--- src/rtl/rtc_tick_gen_if.sv ---
// Increment-update handshake between a register block (master) and rtc_tick_gen (slave).
interface rtc_tick_gen_if #(
  parameter int unsigned ACC_WIDTH = 32
);
  logic                 cfg_valid;
  logic [ACC_WIDTH-1:0] cfg_inc;
  logic                 cfg_ready;

  modport master (
    output cfg_valid,
    output cfg_inc,
    input  cfg_ready
  );

  modport slave (
    input  cfg_valid,
    input  cfg_inc,
    output cfg_ready
  );
endinterface

--- src/rtl/rtc_tick_gen.sv ---
// Phase-accumulator RTC square-wave generator: f_rtc = f_clk * inc / 2^ACC_WIDTH,
// retunable at period boundaries, always stopping on a low level.
module rtc_tick_gen #(
  parameter int unsigned ACC_WIDTH   = 32,
  parameter logic [31:0] DEFAULT_INC = 32'd1407,
  parameter int unsigned CNT_WIDTH   = 32
) (
  input  logic                 clk_i,
  input  logic                 rst_i,
  input  logic                 en_i,
  rtc_tick_gen_if.slave        cfg,
  output logic                 rtc_o,
  output logic                 rtc_rise_o,
  output logic [CNT_WIDTH-1:0] tick_cnt_o,
  output logic                 busy_o
);

  localparam logic [1:0] ST_IDLE  = 2'd0;
  localparam logic [1:0] ST_RUN   = 2'd1;
  localparam logic [1:0] ST_DRAIN = 2'd2;

  localparam logic [ACC_WIDTH-1:0] HALF = {1'b1, {(ACC_WIDTH-1){1'b0}}};
  localparam logic [63:0] DEF_WIDE  = 64'(DEFAULT_INC);
  localparam logic [63:0] HALF_WIDE = 64'(HALF);
  localparam logic [ACC_WIDTH-1:0] DEF_INC_C =
    (DEF_WIDE > HALF_WIDE) ? HALF : ACC_WIDTH'(DEFAULT_INC);

  // Limiting inc to half the modulus guarantees each half-period lasts >= 1 cycle.
  function automatic logic [ACC_WIDTH-1:0] clamp_inc(input logic [ACC_WIDTH-1:0] v);
    return (v > HALF) ? HALF : v;
  endfunction

  logic [1:0]           state_q, state_d;
  logic [ACC_WIDTH-1:0] acc_q, acc_d;
  logic [ACC_WIDTH-1:0] inc_q, inc_d;
  logic [ACC_WIDTH-1:0] shadow_q;
  logic                 pending_q, pending_d;
  logic                 shadow_ld;
  logic                 rise_q, rise_d;
  logic [CNT_WIDTH-1:0] cnt_q;
  logic [ACC_WIDTH-1:0] acc_sum;
  logic                 ovf;
  logic                 cfg_take;
  logic [ACC_WIDTH-1:0] inc_clamped;

  assign {ovf, acc_sum} = {1'b0, acc_q} + {1'b0, inc_q};
  assign cfg_take       = cfg.cfg_valid && !pending_q;
  assign inc_clamped    = clamp_inc(cfg.cfg_inc);

  always_comb begin
    state_d   = state_q;
    acc_d     = acc_q;
    inc_d     = inc_q;
    pending_d = pending_q;
    shadow_ld = 1'b0;

    case (state_q)
      ST_IDLE: begin
        acc_d = '0;
        if (en_i) state_d = ST_RUN;
      end
      ST_RUN: begin
        acc_d = acc_sum;
        if (!en_i) state_d = ST_DRAIN;
      end
      ST_DRAIN: begin
        if (en_i) begin
          acc_d   = acc_sum;
          state_d = ST_RUN;
        end else if (ovf) begin
          acc_d   = '0;
          state_d = ST_IDLE;
        end else begin
          acc_d = acc_sum;
        end
      end
      default: begin
        acc_d   = '0;
        state_d = ST_IDLE;
      end
    endcase

    // Drain completion is itself a wrap, so one rule covers both retune points.
    if (pending_q && ovf && (state_q != ST_IDLE)) begin
      inc_d     = shadow_q;
      pending_d = 1'b0;
    end

    if (cfg_take) begin
      if (state_q == ST_IDLE) begin
        inc_d = inc_clamped;
      end else begin
        shadow_ld = 1'b1;
        pending_d = 1'b1;
      end
    end
  end

  assign rise_d = !acc_q[ACC_WIDTH-1] && acc_d[ACC_WIDTH-1];

  // Register stage: all architectural state and the registered outputs.
  always_ff @(posedge clk_i) begin
    if (rst_i) begin
      state_q   <= ST_IDLE;
      acc_q     <= '0;
      inc_q     <= DEF_INC_C;
      pending_q <= 1'b0;
      rise_q    <= 1'b0;
      cnt_q     <= '0;
    end else begin
      state_q   <= state_d;
      acc_q     <= acc_d;
      inc_q     <= inc_d;
      pending_q <= pending_d;
      rise_q    <= rise_d;
      if (rise_d) cnt_q <= cnt_q + 1'b1;
    end
  end

  always_ff @(posedge clk_i) begin
    if (shadow_ld) shadow_q <= inc_clamped;
  end

  assign rtc_o         = acc_q[ACC_WIDTH-1];
  assign rtc_rise_o    = rise_q;
  assign tick_cnt_o    = cnt_q;
  assign busy_o        = (state_q != ST_IDLE);
  assign cfg.cfg_ready = !pending_q;

endmodule

--- src/flat_wrapper.sv ---
// flat-port wrapper written by rule: the top's interface ports become plain ports
module rtc_tick_gen_flat 
#(
  parameter int unsigned ACC_WIDTH   = 32,
  parameter logic [31:0] DEFAULT_INC = 32'd1407,
  parameter int unsigned CNT_WIDTH   = 32
)
  (clk_i, rst_i, en_i, rtc_o, rtc_rise_o, tick_cnt_o, busy_o, cfg_cfg_valid, cfg_cfg_inc, cfg_cfg_ready);
  rtc_tick_gen_if #(.ACC_WIDTH(ACC_WIDTH)) cfg_i ();
  input  logic clk_i;
  input  logic rst_i;
  input  logic en_i;
  output logic rtc_o;
  output logic rtc_rise_o;
  output logic [CNT_WIDTH-1:0] tick_cnt_o;
  output logic busy_o;
  input wire logic [$bits(cfg_i.cfg_valid)-1:0] cfg_cfg_valid;
  input wire logic [$bits(cfg_i.cfg_inc)-1:0] cfg_cfg_inc;
  output wire logic [$bits(cfg_i.cfg_ready)-1:0] cfg_cfg_ready;
  assign cfg_i.cfg_valid = cfg_cfg_valid;
  assign cfg_i.cfg_inc = cfg_cfg_inc;
  assign cfg_cfg_ready = cfg_i.cfg_ready;
  rtc_tick_gen #(.ACC_WIDTH(ACC_WIDTH), .DEFAULT_INC(DEFAULT_INC), .CNT_WIDTH(CNT_WIDTH)) u_core (.clk_i(clk_i), .rst_i(rst_i), .en_i(en_i), .cfg(cfg_i), .rtc_o(rtc_o), .rtc_rise_o(rtc_rise_o), .tick_cnt_o(tick_cnt_o), .busy_o(busy_o));
endmodule
--- config.mk ---
export PLATFORM = sky130hd
export DESIGN_NAME = rtc_tick_gen_flat
export DESIGN_NICKNAME = d
export VERILOG_FILES = /design/src/rtl/rtc_tick_gen_if.sv /design/src/rtl/rtc_tick_gen.sv /design/src/flat_wrapper.sv
export SDC_FILE = /design/constraint.sdc
export NUM_CORES = 1
export LEC_CHECK = 0
export CAP_MARGIN = 30
export CORE_MARGIN = 3
export CORE_UTILIZATION = 61
export DETAILED_ROUTE_END_ITERATION = 7
export MAX_ROUTING_LAYER = met4
export PLACE_DENSITY_LB_ADDON = 0.15
export SETUP_SLACK_MARGIN = 0.2
export SLEW_MARGIN = 5
export SYNTH_ARGS = -nofsm -noshare
export SYNTH_HDL_FRONTEND = slang
export SYNTH_SLANG_ARGS = --single-unit
--- constraint.sdc ---
create_clock -name clk_i -period 5.35 [get_ports clk_i]
set_clock_uncertainty 0.05 [all_clocks]
set_input_delay 0.8025 -clock clk_i [delete_from_list [all_inputs] [get_ports clk_i]]
set_output_delay 0.8025 -clock clk_i [all_outputs]
set_load 0.05 [all_outputs]
==> flow_metrics.tcl, run 1 <==
set metrics [dict create \
    cts_tree "done" \
    clock_latency_ns 0.42 \
    cts.sinks 132 \
    gp_congestion 0.923 \
    drtIter0Drc 657 \
    cpMostUsedCell "a211oi_1" \
    worstMarginPinSlew_ns 0.960 \
    synthArstFlopShare_pct 0 \
    crit_arrival_ns 4.44 \
    status "complete, no violations" \
    core-area_um2 11100 \
    setup_viol 0 \
    initial_core_util_pct 63.7 \
    max-cap-violations 0 \
    post_drt_wl_per_cell_um 17.7 \
    yosysSeqAreaShare_pct 42.0 \
    nets 940 \
    clkTransAtPathRegs_ns 0.06 \
    rows 38 \
    drv_slew 0 \
    routed_wl_um 18000 \
    cp-start-kind "flop" \
    dp_hpwl_um 12200 \
    overflow 0 \
    drc_errors 0 \
    critPathRequiredTime_ns 5.65 \
    ctsLongestPathBuffers 2 \
    finalSetupTns_ns 0 \
    max_freq_mhz 242 \
    syn_area_um2 7060 \
    critPathSlowestCell "o41a_1" \
    worstHoldPathCells 2 \
    critPathMaxFanout 27 \
    hp-start "u_core.shadow_q[3]" \
    r2r-start "u_core.inc_q[0]" \
    ys_types 56 \
    hold_path_end "u_core.inc_q[3]" \
    leakagePower_uw 0.00306 \
    ff2ff_path_depth 10 \
    synth_flop_cell "dfxtp_1" \
    die_w_um 114 \
    syn_area_per_cell_um2 8.66 \
    port_buffers 71 \
    ios 72 \
    drive_gt1_share_pct 7.51 \
    worstPathCellList "ha_1 -> fa_1 -> a211oi_1 -> o21ai_0 -> o211ai_1 -> a211oi_1 -> o41a_1 -> or2_2 -> or4_1 -> a21oi_1" \
    synth_warnings 0 \
    post-route-period-util_pct 77.4 \
    vias 6411 \
    ant_nets 0 \
    cts_made_buffers 17 \
    place_area_um2 7870 \
    pwr_density_cell_nw_per_um2 298 \
    syn_inst 815 \
    grt_max_degree 76 \
    dieArea_um2 12900 \
    rr_endpoint "u_core.tick_cnt_o[13]" \
    synth_nets 889 \
    post-cts-setup-buffer-count 0 \
    cts_max_level 4 \
    ctsResizeCount 0 \
    viasPerCell 6.29 \
    grt_pass1_wl_um 29200 \
    cts_hold_buf 0 \
    cts-root-buf "clkbuf_16" \
    synth_edf_count 32 \
    finalCriticalPeriod_ns 4.14 \
    die_h_um 114 \
    syn_to_final_growth_pct 19.4 \
    criticalPathCategory "flop to flop" \
    hold_path_class "flop to flop" \
    critPathMaxStageDelay_ns 0.68 \
    worstSetupEndpointType "flop" \
    rsz0062_at_grt "false" \
    ys_ff_latch 132 \
    grt_use_total_pct 29.0 \
    slew_headroom_pct 36.0 \
    fin_area_um2 8430 \
    antenna_found_initial 0 \
    ir_worst_vdd_mv 0.319 \
    n_antenna_cell 0 \
    hold_viol 0 \
    grt_pass1_vias 6100 \
    r2r_setup_slack_ns 1.21 \
    dr.pass1.iters 8 \
]
## metal layers
| metal | track usage, % | wire (um) | share of wire, % |
|---|---|---|---|
| met1 | 36.6 | 7860 | 44 |
| met2 | 46.4 | 8700 | 48 |
| met3 | 5.89 | 1050 | 5.9 |
| met4 | 10.5 | 380 | 2.1 |
| met5 | - | 0 | 0 |
## logic make-up (layout without fill, tap and decap cells)
group,count (synthesis),after routing,synth area share [%]
AND/OR/NAND/NOR,360,360,25.5
AO/OA/AOI/OAI,185,185,17.6
flip-flops,132,132,42.0
buffers and inverters,65,129,3.46
adder cells (fa/ha/maj),38,38,6.84
XOR/XNOR,24,24,2.98
multiplexers,11,11,1.74
## synth_stat cells (3+ instances only)
cell,count,area (um2)
or2_2,9,56.3
inv_1,18,67.6
nand2_1,93,349
a211oi_1,11,82.6
o211ai_1,8,60.1
and3_1,5,31.3
nor2b_1,15,93.8
o31ai_1,13,97.6
ha_1,37,463
dfxtp_1,100,2000
a21oi_1,57,285
o311ai_0,4,35.0
nor4_1,17,106
nand3_1,34,170
and4_1,3,26.3
and2_1,32,200
or3_1,5,31.3
nand4_1,17,106
clkbuf_1,45,169
o41ai_1,4,35.0
a21o_1,12,90.1
nor2_1,88,330
mux2_2,10,113
a311oi_1,23,201
or4_1,17,128
a31oi_1,4,25.0
xnor2_1,10,87.6
o21ai_0,25,125
nor3_1,16,80.1
o21a_1,5,37.5
xor2_1,14,123
edfxtp_1,32,961
## sequential cells by signal, indices dropped and copies added (netlist names)
register	count
u_core.inc_q	32
u_core.pending_q	1
u_core.rtc_rise_o	1
u_core.acc_q	32
u_core.shadow_q	32
u_core.state_q	2
u_core.tick_cnt_o	32
## layout make-up
type	count	area (um2)
Clock buffer	23	458
Inverter	18	67.6
Tap cell	140	175
Fill cell	785	2650
Multi-Input combinational cell	618	3890
Timing Repair Buffer	79	773
Clock inverter	9	105
Sequential cell	132	2960
## placed cells by master, fill, tap and decap left out, types with 3 or more instances in the layout
cell type,n
dfxtp_1,100
inv_1,18
or3_1,5
nand3_1,33
buf_4,7
o21ai_0,24
clkinv_2,4
o31ai_1,13
mux2_2,10
clkdlybuf4s50_1,70
and3_1,5
o41ai_1,4
xor2_1,14
a211oi_1,11
o21a_1,5
nor4_1,17
and4_1,3
o311ai_0,4
ha_1,37
nand2_1,93
and2_1,32
a311oi_1,23
nor3_1,15
or2_2,9
a21oi_1,57
clkbuf_1,5
nor2b_1,15
clkbuf_16,17
o211ai_1,8
xnor2_1,10
a31oi_1,4
nand4_1,17
a21o_1,12
or4_1,17
nor2_1,88
edfxtp_1,32
## per-stage QoR
step | hold WS (ns) | worst slack [ns] | instances | total power, uW | utilization [%]
final | 0.392 | 1.21 | 1019 | 2510 | 76.1
after floorplan | 0.368 | 1.95 | 815 | 1310 | -
after CTS | 0.394 | 1.29 | 1019 | 2510 | 76.1
after detailed placement | 0.377 | 1.31 | 987 | 1400 | 71.0
after global routing | 0.419 | 1.03 | 1019 | 2600 | 76.1
after global placement | 0.370 | 1.43 | 986 | 1390 | 70.9
## worst max path at each step
stage,from,end,slack [ns]
finish,u_core.inc_q[0],u_core.tick_cnt_o[13],1.21
global route,u_core.inc_q[0],u_core.tick_cnt_o[19],1.03
CTS,u_core.inc_q[0],u_core.tick_cnt_o[13],1.29
detailed placement,u_core.inc_q[0],u_core.tick_cnt_o[13],1.31
global placement,u_core.inc_q[0],u_core.inc_q[26],1.43
floorplan,u_core.tick_cnt_o[4],u_core.tick_cnt_o[31],1.95
## worst max-delay path: cells and delay by family (launching register included)
family / cells / cell delay [ns]
AOI/OAI and AO/OA: 6 / 1.90
and+or+nand+nor: 2 / 1.13
adders and majority gates: 2 / 0.66
DFF: 1 / 0.31
## where the power goes
group          internal [uW]  total, uW  switching [uW]
clock network            695       1120             425
registers               1070       1100            26.3
logic                    116        293             177
total                   1880       2510             628
Power figures use the tool's default switching activity.
==> run 2, diff against run 1 <==
--- a/config.mk
+++ b/config.mk
@@ -7,7 +7,7 @@
 export LEC_CHECK = 0
 export CAP_MARGIN = 30
 export CORE_MARGIN = 3
-export CORE_UTILIZATION = 61
+export CORE_UTILIZATION = 57
 export DETAILED_ROUTE_END_ITERATION = 7
 export MAX_ROUTING_LAYER = met4
 export PLACE_DENSITY_LB_ADDON = 0.15
==> constraint.sdc (replaced) <==
create_clock -name clk_i -period 4.2 [get_ports clk_i]
set_clock_uncertainty 0.05 [all_clocks]
set_input_delay 0.63 -clock clk_i [delete_from_list [all_inputs] [get_ports clk_i]]
set_output_delay 0.63 -clock clk_i [all_outputs]
set_load 0.05 [all_outputs]
==> run 2 against run 1 <==
Via count increased by 0.44%. Routed wire length increased by 0.52%. Critical path type unchanged. Clock power grew 34%.
==> flow_metrics.tcl, run 2 (synthesized netlist as in run 1, its figures left out) <==
set metrics [dict create \
    ant_nets 0 \
    syn_to_final_growth_pct 21.5 \
    worstSetupEndpointType "flop" \
    layout_commonest_cell "dfxtp_1" \
    antenna_found_initial 0 \
    ctsLongestPathBuffers 2 \
    gp_congestion 0.962 \
    grt_pass1_vias 6236 \
    netSwitchingFraction_pct 24.5 \
    p_int_uw 2470 \
    finalCriticalPeriod_ns 3.77 \
    dp_hpwl_um 12600 \
    die_w_um 117 \
    viasPerCell 6.10 \
    dieArea_um2 13800 \
    core-area_um2 12100 \
    critPathMaxFanout 20 \
    critPathRequiredTime_ns 4.50 \
    port_buffers 71 \
    routed_wl_um 18100 \
    cts_made_buffers 17 \
    cp-start-kind "flop" \
    pwr-share-comb_pct 11.7 \
    hold_path_class "flop to flop" \
    post-route-period-util_pct 89.8 \
    cts_hold_buf 0 \
    clock_latency_ns 0.42 \
    final_cell_mix "100 x dfxtp_1, 93 x nand2_1, 88 x nor2_1" \
    post_drt_wl_per_cell_um 17.1 \
    rsz0062_at_grt "false" \
    status "complete, no violations" \
    dr.pass1.iters 5 \
    vias 6439 \
    n_antenna_cell 0 \
    cts-root-buf "clkbuf_16" \
    cts_max_level 4 \
    place_area_um2 7970 \
    slew_headroom_pct 48.2 \
    fin_area_um2 8580 \
    pwr_density_cell_nw_per_um2 382 \
    nets 949 \
    power.switching_uw 803 \
    grt_use_total_pct 27.8 \
    initial_core_util_pct 58.5 \
    drive_gt1_share_pct 8.67 \
    drtIter0Drc 398 \
    crit_arrival_ns 4.07 \
    overflow 0 \
    cts.sinks 132 \
    clkPwrFrac_pct 45.7 \
    max-cap-violations 0 \
    ir_worst_vdd_mv 0.248 \
    clkTransAtPathRegs_ns 0.06 \
    ios 72 \
    leakagePower_uw 0.00312 \
    rows 40 \
    die_h_um 117 \
    finalSetupTns_ns 0 \
    drc_errors 0 \
    max_freq_mhz 265 \
    criticalPathCategory "flop to flop" \
    setup_viol 0 \
    cts_tree "done" \
    seq_power_share_pct 42.6 \
    drv_slew 0 \
    grt_max_degree 75 \
    grt_pass1_wl_um 29500 \
    worstMarginPinSlew_ns 0.776 \
    hold_viol 0 \
]
run 2: path summary, 6_finish.rpt:
kind | cells after the start | slack [ns] | start | to
setup / recovery | 11 | 0.43 | u_core.inc_q[0] | u_core.tick_cnt_o[6]
hold / removal | 2 | 0.39 | u_core.shadow_q[1] | u_core.inc_q[1]
setup reg to reg | 11 | 0.43 | u_core.inc_q[0] | u_core.tick_cnt_o[6]
hold reg to reg | 2 | 0.39 | u_core.shadow_q[1] | u_core.inc_q[1]
run 2: through the flow:
stage	hold slack [ns]	util (%)	power (uW)	cells	setup WS [ns]
after floorplan	0.368	-	1670	815	0.799
after global placement	0.373	65.9	1780	1021	0.504
after detailed placement	0.376	66.1	1790	1022	0.407
after CTS	0.395	71.0	3290	1054	0.405
after global routing	0.422	71.1	3390	1056	0.246
final	0.395	71.1	3280	1056	0.428
run 2: worst max-delay path, stage by stage, from the launching register on:
cell and delay, ns:
dfxtp_1 0.31, ha_1 0.23, fa_1 0.44, a211oi_1 0.23
o21ai_1 0.17, o211ai_1 0.38, a211oi_1 0.16, o41a_1 0.49
buf_4 0.24, or4b_1 0.53, or3_1 0.31, a21oi_1 0.14
run 2: timing repair:
item,4_1_cts,5_1_grt
endpoints found under the setup margin,0,1
buffers inserted,0,2
endpoints found under the hold margin,0,0
gates resized for setup,0,1
run 2: power by group through the flow:
stage	combinational, uW	sequential, uW	clock [uW]
after floorplan	260	1410	0
after global placement	360	1420	0
after detailed placement	372	1420	0
after CTS	378	1390	1520
after global routing	424	1400	1570
final	383	1390	1500
run 2: layer usage:
| metal | track usage, % | vias up | wire (um) |
|---|---|---|---|
| met3 | 6.02 | 42 | 963 |
| met1 | 35.0 | 3083 | 8040 |
| li1 | - | 3107 | - |
| met2 | 43.7 | 207 | 8550 |
| met4 | 11.2 | 0 | 527 |
| met5 | - | - | 0 |
run 2: final cells by class:
type / count / area (um2)
Clock inverter: 11 / 134
Clock buffer: 21 / 460
Inverter: 18 / 67.6
Fill cell: 956 / 3480
Tap cell: 168 / 210
Sequential cell: 132 / 2960
Multi-Input combinational cell: 618 / 3890
Timing Repair Buffer: 88 / 853
